--- src/rtl/hazard_pkg.sv ---
// Shared types and constants for the decode-stage hazard controller.
package hazard_pkg;

    localparam int SB_DEPTH = 3;
    localparam int REG_W    = 3;

    // One in-flight register write: valid, destination register, is-a-load.
    typedef struct packed {
        logic             v;
        logic [REG_W-1:0] rnum;
        logic             ld;
    } sb_entry_t;

    // True when the entry holds a pending write to register r.
    function automatic logic entry_match(input sb_entry_t e, input logic [REG_W-1:0] r);
        return e.v && (e.rnum == r);
    endfunction

endpackage

--- src/rtl/hazard_ctrl_if.sv ---
// Decode-side bundle between the ID stage and the hazard controller.
interface hazard_ctrl_if #(
    parameter int CNT_W = 16
);
    logic [2:0]       id_rs;
    logic [2:0]       id_rt;
    logic             id_rs_valid;
    logic             id_rt_valid;
    logic [2:0]       id_write_reg;
    logic             id_reg_write;
    logic             id_mem_read;
    logic             id_halt;
    logic             ex_redirect;
    logic             stall_pc;
    logic             stall_ifid;
    logic             flush_ifid;
    logic             zero_control_signals;
    logic             halted;
    logic [CNT_W-1:0] stall_cycles;

    modport master (
        output id_rs, id_rt, id_rs_valid, id_rt_valid, id_write_reg,
               id_reg_write, id_mem_read, id_halt, ex_redirect,
        input  stall_pc, stall_ifid, flush_ifid, zero_control_signals,
               halted, stall_cycles
    );

    modport slave (
        input  id_rs, id_rt, id_rs_valid, id_rt_valid, id_write_reg,
               id_reg_write, id_mem_read, id_halt, ex_redirect,
        output stall_pc, stall_ifid, flush_ifid, zero_control_signals,
               halted, stall_cycles
    );

endinterface

--- src/rtl/hazard_scoreboard.sv ---
// EX/MEM/WB write-tracking shift register with two source-match ports.
// Build option HAZARD_FWD_EN: only a load sitting in EX can cause a hit
// (load-use); older entries still shift for debug visibility.
module hazard_scoreboard
    import hazard_pkg::*;
#(
    parameter int DEPTH = SB_DEPTH
) (
    input  logic             clk,
    input  logic             rst,
    input  sb_entry_t        push_i,
    input  logic [REG_W-1:0] rs_i,
    input  logic [REG_W-1:0] rt_i,
    output logic             rs_hit_o,
    output logic             rt_hit_o
);

    sb_entry_t sb_q [DEPTH];
    sb_entry_t sb_d [DEPTH];

    // Next state: EX takes the push value, each older stage takes its younger neighbour.
    always_comb begin
        sb_d[0] = push_i;
        for (int i = 1; i < DEPTH; i++) begin
            sb_d[i] = sb_q[i-1];
        end
    end

    // Scoreboard register; reset empties every stage.
    always_ff @(posedge clk or posedge rst) begin
        if (rst) begin
            for (int i = 0; i < DEPTH; i++) begin
                sb_q[i] <= '0;
            end
        end else begin
            for (int i = 0; i < DEPTH; i++) begin
                sb_q[i] <= sb_d[i];
            end
        end
    end

    // Source matching against pending writes.
    always_comb begin
        rs_hit_o = 1'b0;
        rt_hit_o = 1'b0;
`ifdef HAZARD_FWD_EN
        rs_hit_o = entry_match(sb_q[0], rs_i) & sb_q[0].ld;
        rt_hit_o = entry_match(sb_q[0], rt_i) & sb_q[0].ld;
`else
        for (int i = 0; i < DEPTH; i++) begin
            if (entry_match(sb_q[i], rs_i)) begin
                rs_hit_o = 1'b1;
            end else begin
                rs_hit_o = rs_hit_o;
            end
            if (entry_match(sb_q[i], rt_i)) begin
                rt_hit_o = 1'b1;
            end else begin
                rt_hit_o = rt_hit_o;
            end
        end
`endif
    end

endmodule

--- src/rtl/hazard_ctrl.sv ---
// Decode-stage hazard controller: stall/bubble/flush priority, sticky halt
// latch and saturating stall counter. Honours build option HAZARD_FWD_EN
// (inside hazard_scoreboard).
module hazard_ctrl
    import hazard_pkg::*;
#(
    parameter int SB_DEPTH = hazard_pkg::SB_DEPTH,
    parameter int CNT_W    = 16
) (
    input  logic              clk,
    input  logic              rst,
    hazard_ctrl_if.slave      bus
);

    logic             rs_hit_s;
    logic             rt_hit_s;
    logic             hazard_s;
    logic             stall_s;
    logic             flush_s;
    logic             zero_s;
    sb_entry_t        push_s;
    logic             halted_q;
    logic             halted_d;
    logic [CNT_W-1:0] cnt_q;
    logic [CNT_W-1:0] cnt_d;

    hazard_scoreboard #(
        .DEPTH (SB_DEPTH)
    ) u_sb (
        .clk      (clk),
        .rst      (rst),
        .push_i   (push_s),
        .rs_i     (bus.id_rs),
        .rt_i     (bus.id_rt),
        .rs_hit_o (rs_hit_s),
        .rt_hit_o (rt_hit_s)
    );

    assign hazard_s = ((rs_hit_s & bus.id_rs_valid) | (rt_hit_s & bus.id_rt_valid))
                      & ~bus.ex_redirect & ~halted_q;

    // Priority: reset silences everything, then halt, redirect, hazard.
    always_comb begin
        stall_s = 1'b0;
        flush_s = 1'b0;
        zero_s  = 1'b0;
        if (rst) begin
            stall_s = 1'b0;
        end else if (halted_q) begin
            stall_s = 1'b1;
            zero_s  = 1'b1;
        end else if (bus.ex_redirect) begin
            flush_s = 1'b1;
            zero_s  = 1'b1;
        end else if (hazard_s) begin
            stall_s = 1'b1;
            zero_s  = 1'b1;
        end else begin
            stall_s = 1'b0;
        end
    end

    // Bubbled instructions must not leave a pending write behind.
    always_comb begin
        push_s.v    = bus.id_reg_write & ~zero_s;
        push_s.rnum = bus.id_write_reg;
        push_s.ld   = bus.id_mem_read & ~zero_s;
    end

    // Halt latch and counter next state; a halt on a squashed or stalled
    // instruction is ignored.
    always_comb begin
        halted_d = halted_q | (bus.id_halt & ~hazard_s & ~bus.ex_redirect);
        cnt_d    = cnt_q;
        if (stall_s && (cnt_q != {CNT_W{1'b1}})) begin
            cnt_d = cnt_q + {{(CNT_W-1){1'b0}}, 1'b1};
        end else begin
            cnt_d = cnt_q;
        end
    end

    // Sticky halt flag and stall counter; only reset clears them.
    always_ff @(posedge clk or posedge rst) begin
        if (rst) begin
            halted_q <= 1'b0;
            cnt_q    <= '0;
        end else begin
            halted_q <= halted_d;
            cnt_q    <= cnt_d;
        end
    end

    assign bus.stall_pc             = stall_s;
    assign bus.stall_ifid           = stall_s;
    assign bus.flush_ifid           = flush_s;
    assign bus.zero_control_signals = zero_s;
    assign bus.halted               = halted_q;
    assign bus.stall_cycles         = cnt_q;

endmodule

--- src/flat_wrapper.sv ---
// flat-port wrapper written by rule: the top's interface ports become plain ports
module hazard_ctrl_flat import hazard_pkg::*;
#(
    parameter int SB_DEPTH = hazard_pkg::SB_DEPTH,
    parameter int CNT_W    = 16
)
  (clk, rst, bus_id_rs, bus_id_rt, bus_id_rs_valid, bus_id_rt_valid, bus_id_write_reg, bus_id_reg_write, bus_id_mem_read, bus_id_halt, bus_ex_redirect, bus_stall_pc, bus_stall_ifid, bus_flush_ifid, bus_zero_control_signals, bus_halted, bus_stall_cycles);
  hazard_ctrl_if #(.CNT_W(CNT_W)) bus_i ();
  input  logic clk;
  input  logic rst;
  input wire logic [$bits(bus_i.id_rs)-1:0] bus_id_rs;
  input wire logic [$bits(bus_i.id_rt)-1:0] bus_id_rt;
  input wire logic [$bits(bus_i.id_rs_valid)-1:0] bus_id_rs_valid;
  input wire logic [$bits(bus_i.id_rt_valid)-1:0] bus_id_rt_valid;
  input wire logic [$bits(bus_i.id_write_reg)-1:0] bus_id_write_reg;
  input wire logic [$bits(bus_i.id_reg_write)-1:0] bus_id_reg_write;
  input wire logic [$bits(bus_i.id_mem_read)-1:0] bus_id_mem_read;
  input wire logic [$bits(bus_i.id_halt)-1:0] bus_id_halt;
  input wire logic [$bits(bus_i.ex_redirect)-1:0] bus_ex_redirect;
  output wire logic [$bits(bus_i.stall_pc)-1:0] bus_stall_pc;
  output wire logic [$bits(bus_i.stall_ifid)-1:0] bus_stall_ifid;
  output wire logic [$bits(bus_i.flush_ifid)-1:0] bus_flush_ifid;
  output wire logic [$bits(bus_i.zero_control_signals)-1:0] bus_zero_control_signals;
  output wire logic [$bits(bus_i.halted)-1:0] bus_halted;
  output wire logic [$bits(bus_i.stall_cycles)-1:0] bus_stall_cycles;
  assign bus_i.id_rs = bus_id_rs;
  assign bus_i.id_rt = bus_id_rt;
  assign bus_i.id_rs_valid = bus_id_rs_valid;
  assign bus_i.id_rt_valid = bus_id_rt_valid;
  assign bus_i.id_write_reg = bus_id_write_reg;
  assign bus_i.id_reg_write = bus_id_reg_write;
  assign bus_i.id_mem_read = bus_id_mem_read;
  assign bus_i.id_halt = bus_id_halt;
  assign bus_i.ex_redirect = bus_ex_redirect;
  assign bus_stall_pc = bus_i.stall_pc;
  assign bus_stall_ifid = bus_i.stall_ifid;
  assign bus_flush_ifid = bus_i.flush_ifid;
  assign bus_zero_control_signals = bus_i.zero_control_signals;
  assign bus_halted = bus_i.halted;
  assign bus_stall_cycles = bus_i.stall_cycles;
  hazard_ctrl #(.SB_DEPTH(SB_DEPTH), .CNT_W(CNT_W)) u_core (.clk(clk), .rst(rst), .bus(bus_i));
endmodule
--- config.mk ---
export PLATFORM = sky130hd
export DESIGN_NAME = hazard_ctrl_flat
export DESIGN_NICKNAME = d
export VERILOG_FILES = /design/src/rtl/hazard_pkg.sv /design/src/rtl/hazard_ctrl_if.sv /design/src/rtl/hazard_scoreboard.sv /design/src/rtl/hazard_ctrl.sv /design/src/flat_wrapper.sv
export SDC_FILE = /design/constraint.sdc
export NUM_CORES = 1
export LEC_CHECK = 0
export ABC_AREA = 1
export CORE_UTILIZATION = 50
export CTS_BUF_LIST = sky130_fd_sc_hd__clkbuf_8
export DETAILED_ROUTE_END_ITERATION = 6
export PLACE_DENSITY = 0.83
export SLEW_MARGIN = 5
export SYNTH_ARGS = -nofsm -noshare
export SYNTH_HDL_FRONTEND = slang
export SYNTH_SLANG_ARGS = --single-unit
--- constraint.sdc ---
create_clock -name clk -period 5.4 [get_ports clk]
set_input_delay 0.81 -clock clk [delete_from_list [all_inputs] [get_ports clk]]
set_output_delay 0.81 -clock clk [all_outputs]
set_load 0.01 [all_outputs]
==> impl_metrics.csv, run 1 <==
group,metric,value,unit
timing,fin_crit_sh,67.6,%
timing,fin_tns_setup,0,ns
min_path,hold_class,"reg2reg",
die,die_w,61.8,um
timing,tightest_slew,0.556,ns
synth,synth-async-reset-ratio,100,%
power,p_leak,1.14,nW
placement,dp_slack,1.75,ns
cells_and_area,finalCoreUtilization,66.7,%
drt,vias_per_cell,5.15,
cells_and_area,nets,308,
worst_setup_path,worst-path-buf-inv,3,
synth,synth_area,1790,um2
drt,firstDrtPassIters,4,
drt,routed_wl,4180,um
synth,synth_top_family_by_area,"simple AND/OR/NAND/NOR gates",
drt,drcViolationCount,0,
placement,gp_congestion,0.843,
synth,synth_fa_ha_area_share,0.700,%
power,fin_total_pwr,0.574,mW
worst_setup_path,critPathKind,"in2out",
worst_setup_path,r2r_slack,3.42,ns
worst_setup_path,cp.arrival,2.84,ns
synth,syn_area_per_cell,7.10,um2
status,status,"finished, final reports clean",
flow_run,drv_cap,0,
worst_setup_path,crit_start,"bus_id_rs[0]",
synth,ys_types,24,
cts,ctsResizeCount,0,
cts,post_cts.repair.setup_buffers,0,
cts,cts_hold_buffers,0,
die,num_rows,21,
power,p_per_area,254,nW/um2
worst_setup_path,startpoint_type,"primary input",
power,vdd_drop_max,0.000253,V
synth,synth_fp_nets,270,
synth,synth_xor_area_share,5.88,%
worst_setup_path,crit_chain,"clkdlybuf4s50_1 -> inv_2 -> nand2_1 -> nand2_1 -> nor2_1 -> nand2_1 -> nand3_1 -> nand2_1 -> nand2_1 -> nand2_1 -> a21oi_1 -> clkdlybuf4s50_1",
timing,finalCriticalPeriod,3.65,ns
timing,rsz0062_at_grt,"false",
grt,track_usage,24.6,%
synth,ys_seq_elements,29,
synth,synthFlopType,"dfrtp_1",
synth,yosysSeqAreaShare,40.6,%
cells_and_area,fill_cells,285,
timing,finalMaxSlewViolations,0,
synth,synth-edff-count,0,
cells_and_area,area_growth,26.5,%
grt,grt_pass1_vias,1605,
timing,finalWorstSetupSlack,1.75,ns
drt,drt_iter0_markers,98,
cts,cts.sinks,29,
worst_setup_path,worst_path_max_delay_cell,"clkdlybuf4s50_1",
worst_setup_path,crit_required,4.59,ns
synth,synth_area_leader_cell,"dfrtp_1",
grt,gr-total-overflow,0,
grt,grt_pass1_wl,6670,um
cells_and_area,diodes,0,
worst_setup_path,endpoint,"bus_stall_pc",
worst_setup_path,end_kind,"output port",
cts,cts_root_buf,"clkbuf_8",
worst_setup_path,crit_cells,12,
worst_setup_path,cp_max_fo,4,
timing,fin_skew,0.00654,ns
timing,relSlewSlack,63.0,%
synth,synthSimpleGateAreaFrac,43.9,%
worst_setup_path,r2r_end,"u_core.bus.stall_cycles[9]",
drt,ant_nets,0,
timing,hold_viol_final,0,
placement,dp_hpwl,2840,um
worst_setup_path,timing.critical_path.mode_cell,"nand2_1",
synth,yosysTopAreaCellShare,40.6,%
die,initial_core_util,52.8,%
grt,grt_max_degree,49,
cells_and_area,drive_above_1_share,7.22,%
die,die_h,61.8,um
synth,yosysMostFrequentCell,"nand2_1",
die,design.core.area,3390,um2
worst_setup_path,max_stage_delay,0.57,ns
timing,setup-violations-final,0,
drt,wl_per_cell,12.4,um
synth,synthTopCellsByCount,"nand2_1 (107), dfrtp_1 (29), nor2_1 (27)",
cts,cts_tree,"done",
cts,clk_path_buf_depth,2,
cts,cts_buffers,5,
die,die_area,3820,um2
timing,fmax,0.274,GHz
placement,port-buffer-count,36,
synth,synthCells,252,
cts,htree_levels,2,
synth,synth-compound-area-share,0.840,%
cells_and_area,register_area,726,um2
synth,synth_mux_area_share,0,%
cells_and_area,multiInputGateArea,918,um2
cts,clock_latency,0.29,ns
min_path,hold_start,"u_core.u_sb.sb_d[1]",
worst_setup_path,reg2reg_from,"u_core.bus.stall_cycles[0]",
synth,yosysWarnings,0,
cts,clk_pin_slew_worst_paths,0.07,ns
die,pin_count,38,
synth,synth_area_leaders,"dfrtp_1 (41%), nand2_1 (22%), nand4_1 (6.3%)",
drt,vias,1736,
grt,antenna_found_initial,0,
worst_setup_path,r2r_cells,9,
worst_setup_path,cp_top_family,"buffers and inverters",
[per-stage QoR]
step / cell area (um2) / cells / hold slack (ns)
global route: 2260 / 337 / 0.413
CTS: 2260 / 337 / 0.405
detailed placement: 2170 / 329 / 0.390
finish: 2260 / 337 / 0.399
global placement: 2170 / 329 / 0.379
floorplan: 1790 / 252 / 0.368
[flip-flops by register name (all words and copies together), names as in the netlist]
| register | cells |
|---|---|
| u_core.u_sb.sb_d | 8 |
| u_core.bus.halted | 1 |
| u_core.u_sb.sb_q | 4 |
| u_core.bus.stall_cycles | 16 |
[worst min path at each step]
stage,endpoint,cells past startpoint
after CTS,u_core.u_sb.sb_q[4],0
after global placement,u_core.u_sb.sb_q[4],0
after global routing,u_core.u_sb.sb_q[4],0
after detailed placement,u_core.u_sb.sb_q[4],0
after floorplan,u_core.u_sb.sb_q[4],0
final,u_core.u_sb.sb_q[1],0
[worst register-to-register path, stage by stage, from the launching register on]
cell	delay, ns
dfrtp_1	0.45
ha_1	0.27
nand3_2	0.14
nor2_4	0.17
nand3_2	0.14
nor2_4	0.13
nand3_4	0.19
nand3_4	0.27
nand2_1	0.08
nand2_1	0.07
[cell usage in the layout (no fill, tap or decap), types with 2 or more instances in the layout]
| cell | n |
|---|---|
| inv_2 | 3 |
| nand2_1 | 107 |
| nor3_2 | 2 |
| dfrtp_1 | 29 |
| nand3_4 | 2 |
| nor2_4 | 2 |
| xnor2_1 | 8 |
| nor2_1 | 27 |
| nand3_2 | 2 |
| clkbuf_8 | 5 |
| clkinv_2 | 2 |
| clkdlybuf4s50_1 | 36 |
| inv_1 | 25 |
| xor2_1 | 4 |
| nand3_1 | 10 |
| nand4_1 | 18 |
| o21ai_0 | 2 |
[power breakdown]
| group | leakage (nW) | total, mW | switching [mW] | internal, mW |
|---|---|---|---|---|
| Combinational | 0.732 | 0.127 | 0.0599 | 0.0674 |
| Sequential | 0.369 | 0.269 | 0.0318 | 0.238 |
| Clock | 0.0439 | 0.178 | 0.0891 | 0.0887 |
[kinds of logic after synthesis]
| logic type | Yosys count |
|---|---|
| and+or+nand+nor | 173 |
| buffers and inverters | 34 |
| DFF | 29 |
| xor gates and xnor gates | 12 |
| AOI/OAI and AO/OA | 3 |
| adders and majority gates | 1 |
[per-layer routing]
metal / GRT usage, % / routed length (um) / vias to the layer above
met1: 26.4 / 1740 / 821
li1: - / - / 868
met4: 14.3 / 130 / 0
met2: 43.3 / 2150 / 35
met5: 0 / 0 / -
met3: 6.83 / 170 / 12
[final cells by class]
class	count	area share, %
multi-input cells	189	40.6
clock inverters	3	0.775
flip-flops and latches	29	32.1
repair buffers	37	16.3
inverters	28	4.65
clock buffers	5	3.04
well taps	46	2.55
No activity file was read; power rests on OpenSTA's default activity.
==> run 2: changes to the inputs <==
==> constraint.sdc (replaced) <==
create_clock -name clk -period 3.8 [get_ports clk]
set_input_delay 0.57 -clock clk [delete_from_list [all_inputs] [get_ports clk]]
set_output_delay 0.57 -clock clk [all_outputs]
set_load 0.01 [all_outputs]
==> run 2 against run 1 <==
  * Setup slack lost 1.2 ns
  * Global-route usage shrank 1.8 points
  * Combinational power grew 43%
  * Sequential power grew 42%
  * Die area is the same
==> impl_metrics.csv, run 2 (synthesized netlist as in run 1, its figures left out) <==
group,metric,value,unit
status,status,"finished, final reports clean",
timing,rsz0062_at_grt,"false",
cts,cts_hold_buffers,0,
power,switching_power,0.247,mW
timing,hold_viol_final,0,
cts,post_cts.repair.setup_buffers,0,
min_path,worstHoldEndpoint,"u_core.u_sb.sb_q[1]",
timing,relSlewSlack,62.9,%
drt,firstDrtPassIters,4,
cells_and_area,area_growth,27.3,%
timing,finalCriticalPeriod,3.20,ns
timing,finalMaxSlewViolations,0,
power,p_int,0.597,mW
worst_setup_path,end_kind,"output port",
cells_and_area,fill_cells,302,
cts,clock_latency,0.28,ns
cells_and_area,drive_above_1_share,7.22,%
cells_and_area,diodes,0,
worst_setup_path,critPathKind,"in2out",
power,swShare,29.3,%
timing,tightest_slew,0.557,ns
cts,htree_levels,2,
power,vdd_drop_max,0.000297,V
drt,routed_wl,4050,um
placement,dp_hpwl,2920,um
cts,cts_buffers,5,
drt,wl_per_cell,12.0,um
flow_run,drv_cap,0,
power,fin_total_pwr,0.845,mW
placement,gp_congestion,0.834,
worst_setup_path,cp_max_fo,4,
cts,clk_path_buf_depth,2,
power,seqPwrFrac,45.1,%
worst_setup_path,r2r_end,"u_core.bus.stall_cycles[14]",
die,die_h,61.8,um
worst_setup_path,r2r_cells,9,
die,num_rows,21,
cts,cts_root_buf,"clkbuf_8",
worst_setup_path,r2r_slack,1.85,ns
cts,clk_pin_slew_worst_paths,0.06,ns
drt,vias,1701,
grt,track_usage,22.8,%
grt,gr-total-overflow,0,
worst_setup_path,startpoint_type,"primary input",
grt,grt_pass1_vias,1553,
drt,drcViolationCount,0,
die,die_area,3820,um2
die,initial_core_util,52.8,%
timing,setup-violations-final,0,
timing,fin_crit_sh,84.2,%
cts,cts_tree,"done",
min_path,hold_start,"u_core.u_sb.sb_d[1]",
min_path,whs_path_depth,0,
cts,ctsResizeCount,0,
worst_setup_path,crit_required,3.23,ns
cts,cts.sinks,29,
timing,fmax,0.313,GHz
die,pin_count,38,
timing,hold_ws,0.401,ns
power,p_clk_share,33.4,%
cells_and_area,layout_common_cells,"nand2_1 (107), clkdlybuf4s50_1 (36), dfrtp_1 (29), nor2_1 (27), inv_1 (25)",
placement,port-buffer-count,36,
cells_and_area,largest_register_ffs,16,
timing,fin_tns_setup,0,ns
drt,ant_nets,0,
cells_and_area,nets,308,
grt,antenna_found_initial,0,
cells_and_area,mostFrequentLayoutCell,"nand2_1",
power,p_per_area,371,nW/um2
die,design.core.area,3390,um2
drt,vias_per_cell,5.05,
grt,grt_pass1_wl,6250,um
power,p_leak,1.16,nW
die,die_w,61.8,um
timing,fin_skew,0.00444,ns
worst_setup_path,cp.arrival,2.63,ns
drt,drt_iter0_markers,79,
worst_setup_path,reg2reg_from,"u_core.bus.stall_cycles[0]",
power,combPwrFrac,21.5,%
grt,grt_max_degree,48,
min_path,hold_class,"reg2reg",
==> run 2: worst max-delay path by stage <==
stage	cells past startpoint	from	slack, ns	to
after floorplan	5	rst	1.43	u_core.bus.stall_cycles[10]
final	12	bus_id_rs[0]	0.60	bus_stall_pc
after global placement	12	bus_id_rs[0]	0.68	bus_stall_pc
after CTS	12	bus_id_rs[0]	0.61	bus_stall_pc
after global routing	12	bus_id_rs[0]	0.47	bus_stall_ifid
after detailed placement	12	bus_id_rs[0]	0.63	bus_stall_pc
==> run 2: layout make-up <==
type	count	area, um2	area share (%)
Clock buffer	7	96.3	4.23
Timing Repair Buffer	37	368	16.2
Sequential cell	29	726	31.9
Clock inverter	1	5.00	0.220
Tap cell	46	57.6	2.53
Multi-Input combinational cell	189	918	40.4
Inverter	28	105	4.62
==> run 2: through the flow <==
| step | utilization (%) | worst slack (ns) | instances | instance area, um2 |
|---|---|---|---|---|
| floorplan | - | 1.43 | 252 | 1790 |
| global placement | 64.2 | 0.678 | 329 | 2170 |
| detailed placement | 64.2 | 0.632 | 329 | 2170 |
| CTS | 67.1 | 0.614 | 337 | 2280 |
| global route | 67.1 | 0.469 | 337 | 2280 |
| finish | 67.1 | 0.600 | 337 | 2280 |
==> run 2: critical path, stage by stage <==
cell and delay [ns]:
clkdlybuf4s50_1 0.56, inv_2 0.08, nand2_1 0.07, nand2_1 0.05, nor2_1 0.11, nand2_1 0.06, nand3_1 0.08, nand2_1 0.08
nand2_1 0.09, nand2_1 0.10, a21oi_1 0.20, clkdlybuf4s50_1 0.57
==> run 2: metal layers <==
| layer | vias up | routed length [um] | track usage [%] |
|---|---|---|---|
| met5 | - | 0 | 0 |
| met4 | 0 | 58 | 10.2 |
| met3 | 6 | 123 | 4.55 |
| met2 | 30 | 2120 | 42.4 |
| met1 | 801 | 1750 | 25.0 |
| li1 | 864 | - | - |
==> run 2: power groups by stage <==
stage / registers [mW] / clock network, mW / logic, mW
floorplan: 0.390 / 0 / 0.0898
global placement: 0.385 / 0 / 0.178
detailed placement: 0.386 / 0 / 0.182
CTS: 0.381 / 0.289 / 0.184
global route: 0.387 / 0.296 / 0.202
finish: 0.381 / 0.282 / 0.181
